## src/rtl/scanout_pkg.sv

```systemverilog
// Shared timing defaults, scan position type and helpers for the scanout path.
package scanout_pkg;

  // Default raster timing (cycles for horizontal, lines for vertical).
  localparam int H_ACTIVE_DEF = 16;
  localparam int H_FRONT_DEF  = 2;
  localparam int H_SYNC_DEF   = 4;
  localparam int H_BACK_DEF   = 2;
  localparam int V_ACTIVE_DEF = 16;
  localparam int V_FRONT_DEF  = 1;
  localparam int V_SYNC_DEF   = 2;
  localparam int V_BACK_DEF   = 1;

  // Counter width; wide enough for any total up to 255.
  localparam int CNT_W = 8;

  // Both sync outputs are active-low.
  localparam logic SYNC_ACTIVE = 1'b0;

  typedef struct packed {
    logic [CNT_W-1:0] h_cnt;
    logic [CNT_W-1:0] v_cnt;
  } scan_pos_t;

  // Line or frame total from its four timing segments.
  function automatic int total_of(input int active, input int front,
                                  input int sync, input int back);
    return active + front + sync + back;
  endfunction

endpackage

```

## src/rtl/scanout_timing_gen.sv

```systemverilog
// Raster position counters and stage-0 timing decode (active, syncs, strobes).
module scanout_timing_gen
  import scanout_pkg::*;
#(
  parameter int H_ACTIVE = H_ACTIVE_DEF,
  parameter int H_FRONT  = H_FRONT_DEF,
  parameter int H_SYNC   = H_SYNC_DEF,
  parameter int H_BACK   = H_BACK_DEF,
  parameter int V_ACTIVE = V_ACTIVE_DEF,
  parameter int V_FRONT  = V_FRONT_DEF,
  parameter int V_SYNC   = V_SYNC_DEF,
  parameter int V_BACK   = V_BACK_DEF
) (
  input  logic clk,
  input  logic rst,
  output logic active0,
  output logic hsync0,
  output logic vsync0,
  output logic origin0,
  output logic flip_point,
  output logic wrap
);

  localparam int H_TOTAL = total_of(H_ACTIVE, H_FRONT, H_SYNC, H_BACK);
  localparam int V_TOTAL = total_of(V_ACTIVE, V_FRONT, V_SYNC, V_BACK);
  localparam logic [CNT_W-1:0] H_LAST   = CNT_W'(H_TOTAL - 1);
  localparam logic [CNT_W-1:0] V_LAST   = CNT_W'(V_TOTAL - 1);
  localparam logic [CNT_W-1:0] H_VIS    = CNT_W'(H_ACTIVE);
  localparam logic [CNT_W-1:0] V_VIS    = CNT_W'(V_ACTIVE);
  localparam logic [CNT_W-1:0] HS_START = CNT_W'(H_ACTIVE + H_FRONT);
  localparam logic [CNT_W-1:0] HS_END   = CNT_W'(H_ACTIVE + H_FRONT + H_SYNC);
  localparam logic [CNT_W-1:0] VS_START = CNT_W'(V_ACTIVE + V_FRONT);
  localparam logic [CNT_W-1:0] VS_END   = CNT_W'(V_ACTIVE + V_FRONT + V_SYNC);

  scan_pos_t pos_r;

  // Advance the raster position: h wraps each line, v wraps each frame.
  always_ff @(posedge clk) begin
    if (rst) begin
      pos_r <= '0;
    end else if (pos_r.h_cnt == H_LAST) begin
      pos_r.h_cnt <= '0;
      if (pos_r.v_cnt == V_LAST) begin
        pos_r.v_cnt <= '0;
      end else begin
        pos_r.v_cnt <= pos_r.v_cnt + CNT_W'(1);
      end
    end else begin
      pos_r.h_cnt <= pos_r.h_cnt + CNT_W'(1);
    end
  end

  assign active0    = (pos_r.h_cnt < H_VIS) && (pos_r.v_cnt < V_VIS);
  assign hsync0     = ((pos_r.h_cnt >= HS_START) && (pos_r.h_cnt < HS_END)) ? SYNC_ACTIVE : ~SYNC_ACTIVE;
  assign vsync0     = ((pos_r.v_cnt >= VS_START) && (pos_r.v_cnt < VS_END)) ? SYNC_ACTIVE : ~SYNC_ACTIVE;
  assign origin0    = (pos_r.h_cnt == '0) && (pos_r.v_cnt == '0);
  // First cycle of the first blanking line: safe moment to swap buffers.
  assign flip_point = (pos_r.h_cnt == '0) && (pos_r.v_cnt == V_VIS);
  assign wrap       = (pos_r.h_cnt == H_LAST) && (pos_r.v_cnt == V_LAST);

endmodule

```

## src/rtl/framebuffer_scanout.sv

```systemverilog
// Display scanout: raster-order SRAM reads, 1-cycle output alignment and
// tear-free buffer swap issued only in vertical blanking.
module framebuffer_scanout
  import scanout_pkg::*;
#(
  parameter int H_ACTIVE  = H_ACTIVE_DEF,
  parameter int H_FRONT   = H_FRONT_DEF,
  parameter int H_SYNC    = H_SYNC_DEF,
  parameter int H_BACK    = H_BACK_DEF,
  parameter int V_ACTIVE  = V_ACTIVE_DEF,
  parameter int V_FRONT   = V_FRONT_DEF,
  parameter int V_SYNC    = V_SYNC_DEF,
  parameter int V_BACK    = V_BACK_DEF,
  parameter int ADDR_SIZE = 8,
  parameter int DATA_SIZE = 8
) (
  input  logic                 clk,
  input  logic                 rst,
  input  logic                 frame_ready,
  input  logic [DATA_SIZE-1:0] read_data,
  output logic [ADDR_SIZE-1:0] read_addr,
  output logic                 flip,
  output logic                 swap_done,
  output logic                 pixel_valid,
  output logic [DATA_SIZE-1:0] pixel_data,
  output logic                 hsync,
  output logic                 vsync,
  output logic                 frame_start
);

  logic active0;
  logic hsync0;
  logic vsync0;
  logic origin0;
  logic flip_point;
  logic wrap;
  logic pending;
  logic flip_now;

  scanout_timing_gen #(
    .H_ACTIVE(H_ACTIVE), .H_FRONT(H_FRONT), .H_SYNC(H_SYNC), .H_BACK(H_BACK),
    .V_ACTIVE(V_ACTIVE), .V_FRONT(V_FRONT), .V_SYNC(V_SYNC), .V_BACK(V_BACK)
  ) u_timing (
    .clk       (clk),
    .rst       (rst),
    .active0   (active0),
    .hsync0    (hsync0),
    .vsync0    (vsync0),
    .origin0   (origin0),
    .flip_point(flip_point),
    .wrap      (wrap)
  );

  // Raster order makes y*H_ACTIVE+x a plain running count of visible pixels.
  always_ff @(posedge clk) begin
    if (rst) begin
      read_addr <= '0;
    end else if (wrap) begin
      read_addr <= '0;
    end else if (active0) begin
      read_addr <= read_addr + ADDR_SIZE'(1);
    end else begin
      read_addr <= read_addr;
    end
  end

  // A request landing exactly on the flip point is served immediately,
  // so it never needs to be remembered.
  assign flip_now  = flip_point && (pending || frame_ready) && !rst;
  assign flip      = flip_now;
  assign swap_done = flip_now;

  // Remember one swap request until the next flip point; extras are absorbed.
  always_ff @(posedge clk) begin
    if (rst) begin
      pending <= 1'b0;
    end else if (flip_now) begin
      pending <= 1'b0;
    end else if (frame_ready) begin
      pending <= 1'b1;
    end else begin
      pending <= pending;
    end
  end

  // Delay stage-0 timing by one cycle to line up with the SRAM read data.
  always_ff @(posedge clk) begin
    if (rst) begin
      pixel_valid <= 1'b0;
      hsync       <= ~SYNC_ACTIVE;
      vsync       <= ~SYNC_ACTIVE;
      frame_start <= 1'b0;
    end else begin
      pixel_valid <= active0;
      hsync       <= hsync0;
      vsync       <= vsync0;
      frame_start <= origin0;
    end
  end

  assign pixel_data = pixel_valid ? read_data : {DATA_SIZE{1'b0}};

endmodule

```

## config.mk

```make
export PLATFORM = sky130hd
export DESIGN_NAME = framebuffer_scanout
export DESIGN_NICKNAME = d
export VERILOG_FILES = /design/src/rtl/scanout_pkg.sv /design/src/rtl/scanout_timing_gen.sv /design/src/rtl/framebuffer_scanout.sv
export SDC_FILE = /design/constraint.sdc
export NUM_CORES = 1
export LEC_CHECK = 0
export CAP_MARGIN = 15
export CORE_MARGIN = 3
export CORE_UTILIZATION = 30
export DETAILED_ROUTE_END_ITERATION = 12
export GPL_TIMING_DRIVEN = 0
export PLACE_DENSITY = 0.59
export SYNTH_ARGS = -nofsm -noshare
export SYNTH_HDL_FRONTEND = slang
export SYNTH_SLANG_ARGS = --single-unit
export TNS_END_PERCENT = 10
```

## constraint.sdc

```tcl
create_clock -name clk -period 1.9 [get_ports clk]
set_clock_uncertainty 0.05 [all_clocks]
set_input_delay 0.285 -clock clk [delete_from_list [all_inputs] [get_ports clk]]
set_output_delay 0.285 -clock clk [all_outputs]
set_load 0.02 [all_outputs]
```

## Yosys cells after proc, flatten, opt, wreduce, memory -nomap -nowiden

Index checks and enable logic that the tools add are counted.

- Register bits after elaboration: 29
- Bits in latches: 0
- RAM bits: 0
- Bits in read-only memories: 0
- Bits of input ports: 11
- Output and inout bits: 22
- Logic and storage cells: 39
- Memories kept: 0

- $add $sub $neg: 3
- Multipliers: 0
- Divide/modulo/power cells: 0
- $lt $le $gt $ge: 6
- Eq/ne operators: 3
- Shifts and indexed selects: 0
- Mux-type cells: 4
- Bitwise logic cells: 0
- Reductions and logical operators: 15

Operator list:

| operator | count |
|---|---|
| 8-bit by 5-bit < comparator with 1-bit output (second input constant) | 4 |
| 8-bit by 1-bit adder with 8-bit output (second input constant) | 3 |
| 8-bit by 5-bit == test with 1-bit output (second input constant) | 3 |
| 8-bit by 5-bit greater-or-equal comparator with 1-bit output (second input constant) | 2 |
| 8-bit logical NOT | 2 |
| 8-bit two-way mux | 2 |
| 1-bit logical AND | 8 |
| 2-bit OR reduction | 3 |
| 1-bit two-way mux | 2 |
| 1-bit logical NOT | 1 |
| 1-bit logical OR | 1 |

## Longest topological paths before layout

Gate-level depths: netlist of run 1.

- Depth in word-level cells: 5
- Depth in mapped cells: 6
- Gate-level depth less buffers: 5

## Cells and area by module

From an unflattened synthesis of run 1, not the netlist that was laid out.

- Cell total of the unflattened synthesis: 160
- Area total of the unflattened synthesis: 1413.9 µm²

By module, submodules not included:

| module | times used | cells an instance | area each (µm²) | seq. area each (µm²) |
|---|---|---|---|---|
| scanout_timing_gen | 1 | 100 | 863.3 | 320.3 |
| framebuffer_scanout | 1 | 60 | 550.5 | 260.2 |

## Worst setup path after synthesis of run 1

OpenSTA, ideal clock, no wires.

- Kind: register to output
- Start point: register u_timing.pos_r[4] (netlist name)
- End point: output swap_done
- Arrival: 1.735 ns
- Required time: 1.565 ns
- Slack: -0.170 ns
- Stages on the path, launching flop included: 5
- Path buffers: 1
- Cell sequence: dfxtp_1 > nor4b_1 > nand2_1 > nor3_1 > buf_4

- Longest elaborated chain between the ends: 4

RTL lines:

| what | RTL line | RTL |
|---|---|---|
| start, declared | scanout_timing_gen.sv:35 | `scan_pos_t pos_r;` |
| 8-bit by 5-bit == test with 1-bit output | scanout_timing_gen.sv:58 | `assign flip_point = (pos_r.h_cnt == '0) && (pos_r.v_cnt == V_VIS);` |
| 1-bit logical AND | scanout_timing_gen.sv:58 |  |
| 1-bit logical AND (2 in series) | framebuffer_scanout.sv:69 | `assign flip_now = flip_point && (pending \|\| frame_ready) && !rst;` |
| end, declared | framebuffer_scanout.sv:23 | `output logic swap_done,` |

Every way passes these cells.

## Worst setup path in the final report of run 1

- Start point: register u_timing.pos_r[15] (netlist name)
- End point: output swap_done

- Longest elaborated chain between the ends: 4

RTL lines:

| what | RTL line |
|---|---|
| 8-bit logical NOT | scanout_timing_gen.sv:58 |
| 1-bit logical AND | scanout_timing_gen.sv:58 |
| 1-bit logical AND (2 in series) | framebuffer_scanout.sv:69 |

Every way passes these cells.

==> results of run 1 <==
-- cell type report --
class	count	area share [%]
Buffer	5	2.21
Clock inverter	1	0.246
Tap cell	65	4.00
Inverter	5	0.923
Multi-Input combinational cell	118	41.5
Sequential cell	29	29.1
Timing Repair Buffer	37	17.3
Clock buffer	7	4.74
-- registers in the layout, indices dropped and copies added (netlist names) --
| signal | count |
|---|---|
| u_timing.pos_r | 16 |
| read_addr | 8 |
| frame_start | 1 |
| hsync | 1 |
| pending | 1 |
| pixel_valid | 1 |
| vsync | 1 |
-- power groups by stage --
stage	logic (mW)	clock network, mW	registers [mW]
final	0.141	0.568	0.642
after global routing	0.155	0.602	0.645
after CTS	0.142	0.583	0.643
after detailed placement	0.141	0	0.655
after global placement	0.139	0	0.654
after floorplan	0.0627	0	0.662
-- worst min path at each step --
stage,endpoint,slack [ps],cells after the start
floorplan,u_timing.pos_r[9]$_SDFF_PP0_,310,1
global placement,read_addr[7]$_SDFFE_PP0P_,410,2
detailed placement,read_addr[7]$_SDFFE_PP0P_,430,2
CTS,u_timing.pos_r[9]$_SDFF_PP0_,420,2
global route,u_timing.pos_r[9]$_SDFF_PP0_,450,2
finish,u_timing.pos_r[9]$_SDFF_PP0_,430,2
-- kinds of logic (layout without fill, tap and decap cells) --
family / count (synthesis) / after routing / share of synthesized area [%]
flops: 29 / 29 / 39.5
buf+inv: 11 / 55 / 4.60
xor+xnor: 18 / 18 / 10.7
compound gates: 11 / 11 / 4.77
fa+ha+maj: 7 / 7 / 5.96
simple gates: 82 / 82 / 34.4
-- timing repair --
| action | 4_1_cts | 5_1_grt |
|---|---|---|
| setup buffers | 4 | 1 |
| pin swaps | 6 | 3 |
| gates resized for setup | 20 | 3 |
| gates cloned | 0 | 0 |
| setup endpoints to repair | 2 | 7 |
-- through the flow --
step / instance area [um2] / setup slack [ps] / setup TNS [ps] / utilization (%)
2_1_floorplan: 1470 / 39.7 / 0 / -
3_3_place_gp: 1880 / -592 / -1090 / 41.4
3_5_place_dp: 1880 / -569 / -1040 / 41.4
4_1_cts: 2020 / 17.1 / 0 / 44.5
5_1_grt: 2030 / -70.1 / -146 / 44.9
6_report: 2030 / -5.75 / -5.75 / 44.9
-- cells in the final DEF (no fill, tap or decap), drive strengths merged --
| master | synthesis | routed |
|---|---|---|
| clkinv | 0 | 1 |
| nor4 | 4 | 4 |
| clkbuf | 2 | 8 |
| and2 | 9 | 9 |
| nand2 | 10 | 10 |
| nand4 | 6 | 6 |
| a31o | 1 | 1 |
| o2111ai | 1 | 1 |
| o31ai | 2 | 2 |
| nor3b | 3 | 3 |
| dfxtp | 29 | 29 |
| buf | 4 | 11 |
| and4 | 1 | 1 |
| nor2 | 22 | 22 |
| xor2 | 8 | 8 |
| and3 | 3 | 3 |
| nand3 | 10 | 10 |
| ha | 7 | 7 |
| nor3 | 10 | 10 |
| o21bai | 1 | 1 |
| or4 | 3 | 3 |
| inv | 5 | 5 |
| a21oi | 5 | 5 |
| o21ai | 1 | 1 |
| dlygate4sd2 | 0 | 1 |
| nor4b | 1 | 1 |
| xnor2 | 10 | 10 |
| clkdlybuf4s50 | 0 | 29 |
-- critical path, delay by kind of cell, from the launching register on --
kind / cells / cell delay (ps)
and+or+nand+nor: 3 / 690
DFF: 1 / 340
buffers and inverters: 2 / 250
-- per-layer routing --
metal  GRT usage, %  vias to the layer above  wire length, um
li1               -                      631                -
met4           7.61                        0               94
met2           19.1                       32             1370
met5              0                        -                0
met1           13.4                      553             1410
met3           4.14                        6              218
==> flow_summary.ini, run 1 <==
[yosys]
post_synth_instance_area_um2 = 1470
post-synth-top-area-cell = sky130_fd_sc_hd__dfxtp_1
synth_top_area_share_pct = 39.5
ys_dominant_reg_cell = sky130_fd_sc_hd__dfxtp_1
yosysMostFrequentCell = sky130_fd_sc_hd__dfxtp_1
postSynthAreaPerCell_um2 = 9.30
postSynthNetCount = 176
netlist_top_cells_area = sky130_fd_sc_hd__dfxtp_1, sky130_fd_sc_hd__ha_1, sky130_fd_sc_hd__xnor2_1
syn-instance-count = 158
ys_warn_count = 0
asyncSetResetFlopFracSynth_pct = 0
synth_edf_count = 0
yosys_register_bits = 29
post_synth_top_cells = sky130_fd_sc_hd__dfxtp_1, sky130_fd_sc_hd__nor2_1, sky130_fd_sc_hd__nand3_1, sky130_fd_sc_hd__nor3_1, sky130_fd_sc_hd__xnor2_1
ys_seq_area_share_pct = 39.5
distinct_cells_synth = 29

[clock_tree]
htree_levels = 2
tritoncts = yes
clock_sinks = 29
cts.hold.buffers_added = 0
numCtsBuffers = 5
cts_root_buf = sky130_fd_sc_hd__clkbuf_8
clk_lat_worst_skew_ps = 290
clk_pin_slew_worst_paths_ps = 70
clockBufferDepth = 2

[power]
switchingPower_uw = 324
finalPower_mw = 1.35
swShare_pct = 24.0
power.share.sequential_pct = 47.5
irDropWorstVdd_mv = 0.304
clkPwrFrac_pct = 42.0
cellInternalPower_mw = 1.03
power.share.combinational_pct = 10.4
power_density_over_the_cells_nw_per_um2 = 664
power.leakage_nw = 0.752

[run_status]
failing_checks = setup timing
run_status = finished with violations

[die]
top_level_ports = 33
chipHeight_um = 76.0
core_area_um2 = 4530
count_of_standard_cell_rows = 24
design.die.area_um2 = 5770
die_width_um = 76.0
initial_core_util_pct = 32.4

[detailed_routing]
drtPass1Iterations = 4
antenna_violating_nets_left = 0
post_drt_wl_per_cell_um = 11.6
number_of_vias_after_detailed_routing = 1222
drc = 0
dr.first_iter.drc_count = 21
routed_via_density = 4.58
routed_wl_um = 3100

[finish]
layoutNonFillerInstCount = 267
multiInputGateArea_um2 = 843
fin_nets = 219
post_route_cells_drive_above_1_share_pct = 19.3
insertedDiodeCount = 0
register_area_um2 = 592
area_added_between_synthesis_and_finish_pct = 38.5
fill_cell_count = 441

[placed_design]
place.gp.congestion = 0.732
io_buffers = 32
dp.final_hpwl_um = 2270
placed_instances = 255

[global_routing]
grt_pass1_wl_um = 5470
antenna_violations_before_repair = 0
grtUsageTotal_pct = 11.9
maximum_number_of_pins_on_one_net_before_global_route_repair = 11
grt_pass1_vias = 1191
globalRouteOverflowTotal = 0

[sta]
final_hold_viol_count = 0
finalSetupViolCount = 1
whs_ps = 425
period_needed_ps = 1910
rsz0062_at_grt = true
worst_pin_slew_ps = 454
slew_viol_final = 0
slew_headroom_pct = 69.5
period_share_pct = 100
finalWorstSetupSlack_ps = -5.75
timing.fmax_mhz = 525

[critical_path]
regToRegEndpoint = read_addr[7]$_SDFFE_PP0P_
crit_required_ps = 1560
cpMaxStageDelayCell = sky130_fd_sc_hd__dfxtp_2
r2r_slack_ps = 80
worstReg2RegStart = u_timing.pos_r[15]$_SDFF_PP0_
critical_path.startpoint = u_timing.pos_r[15]$_SDFF_PP0_
worst_setup_path_end_kind = output pin
critical_path.max_fanout = 3
critical_setup_path_kind = register to output pin
critical-path-max-stage-delay_ps = 340
setup.worst_path.end = swap_done
data_arrival_time_at_the_worst_slack_endpoint_ps = 1570
startpoint_types = register
timing.critical_path.cells = nor4_4 -> nand2_1 -> nor3_2 -> buf_4 -> buf_6
reg2regPathDepth = 6

[run]
max_cap_violations = 0

[min_path]
hold_path.startpoint = rst
timing.hold.worst.class = primary input to register
Power figures use the tool's default switching activity.
==> run 2: changes to the inputs <==
--- a/config.mk
+++ b/config.mk
@@ -10,6 +10,7 @@
 export CORE_UTILIZATION = 30
 export DETAILED_ROUTE_END_ITERATION = 12
 export GPL_TIMING_DRIVEN = 0
+export HOLD_SLACK_MARGIN = 0.03
 export PLACE_DENSITY = 0.59
 export SYNTH_ARGS = -nofsm -noshare
 export SYNTH_HDL_FRONTEND = slang
==> results of run 2 <==
Same layout as run 1: the final DEF is identical, and so are final timing and power.
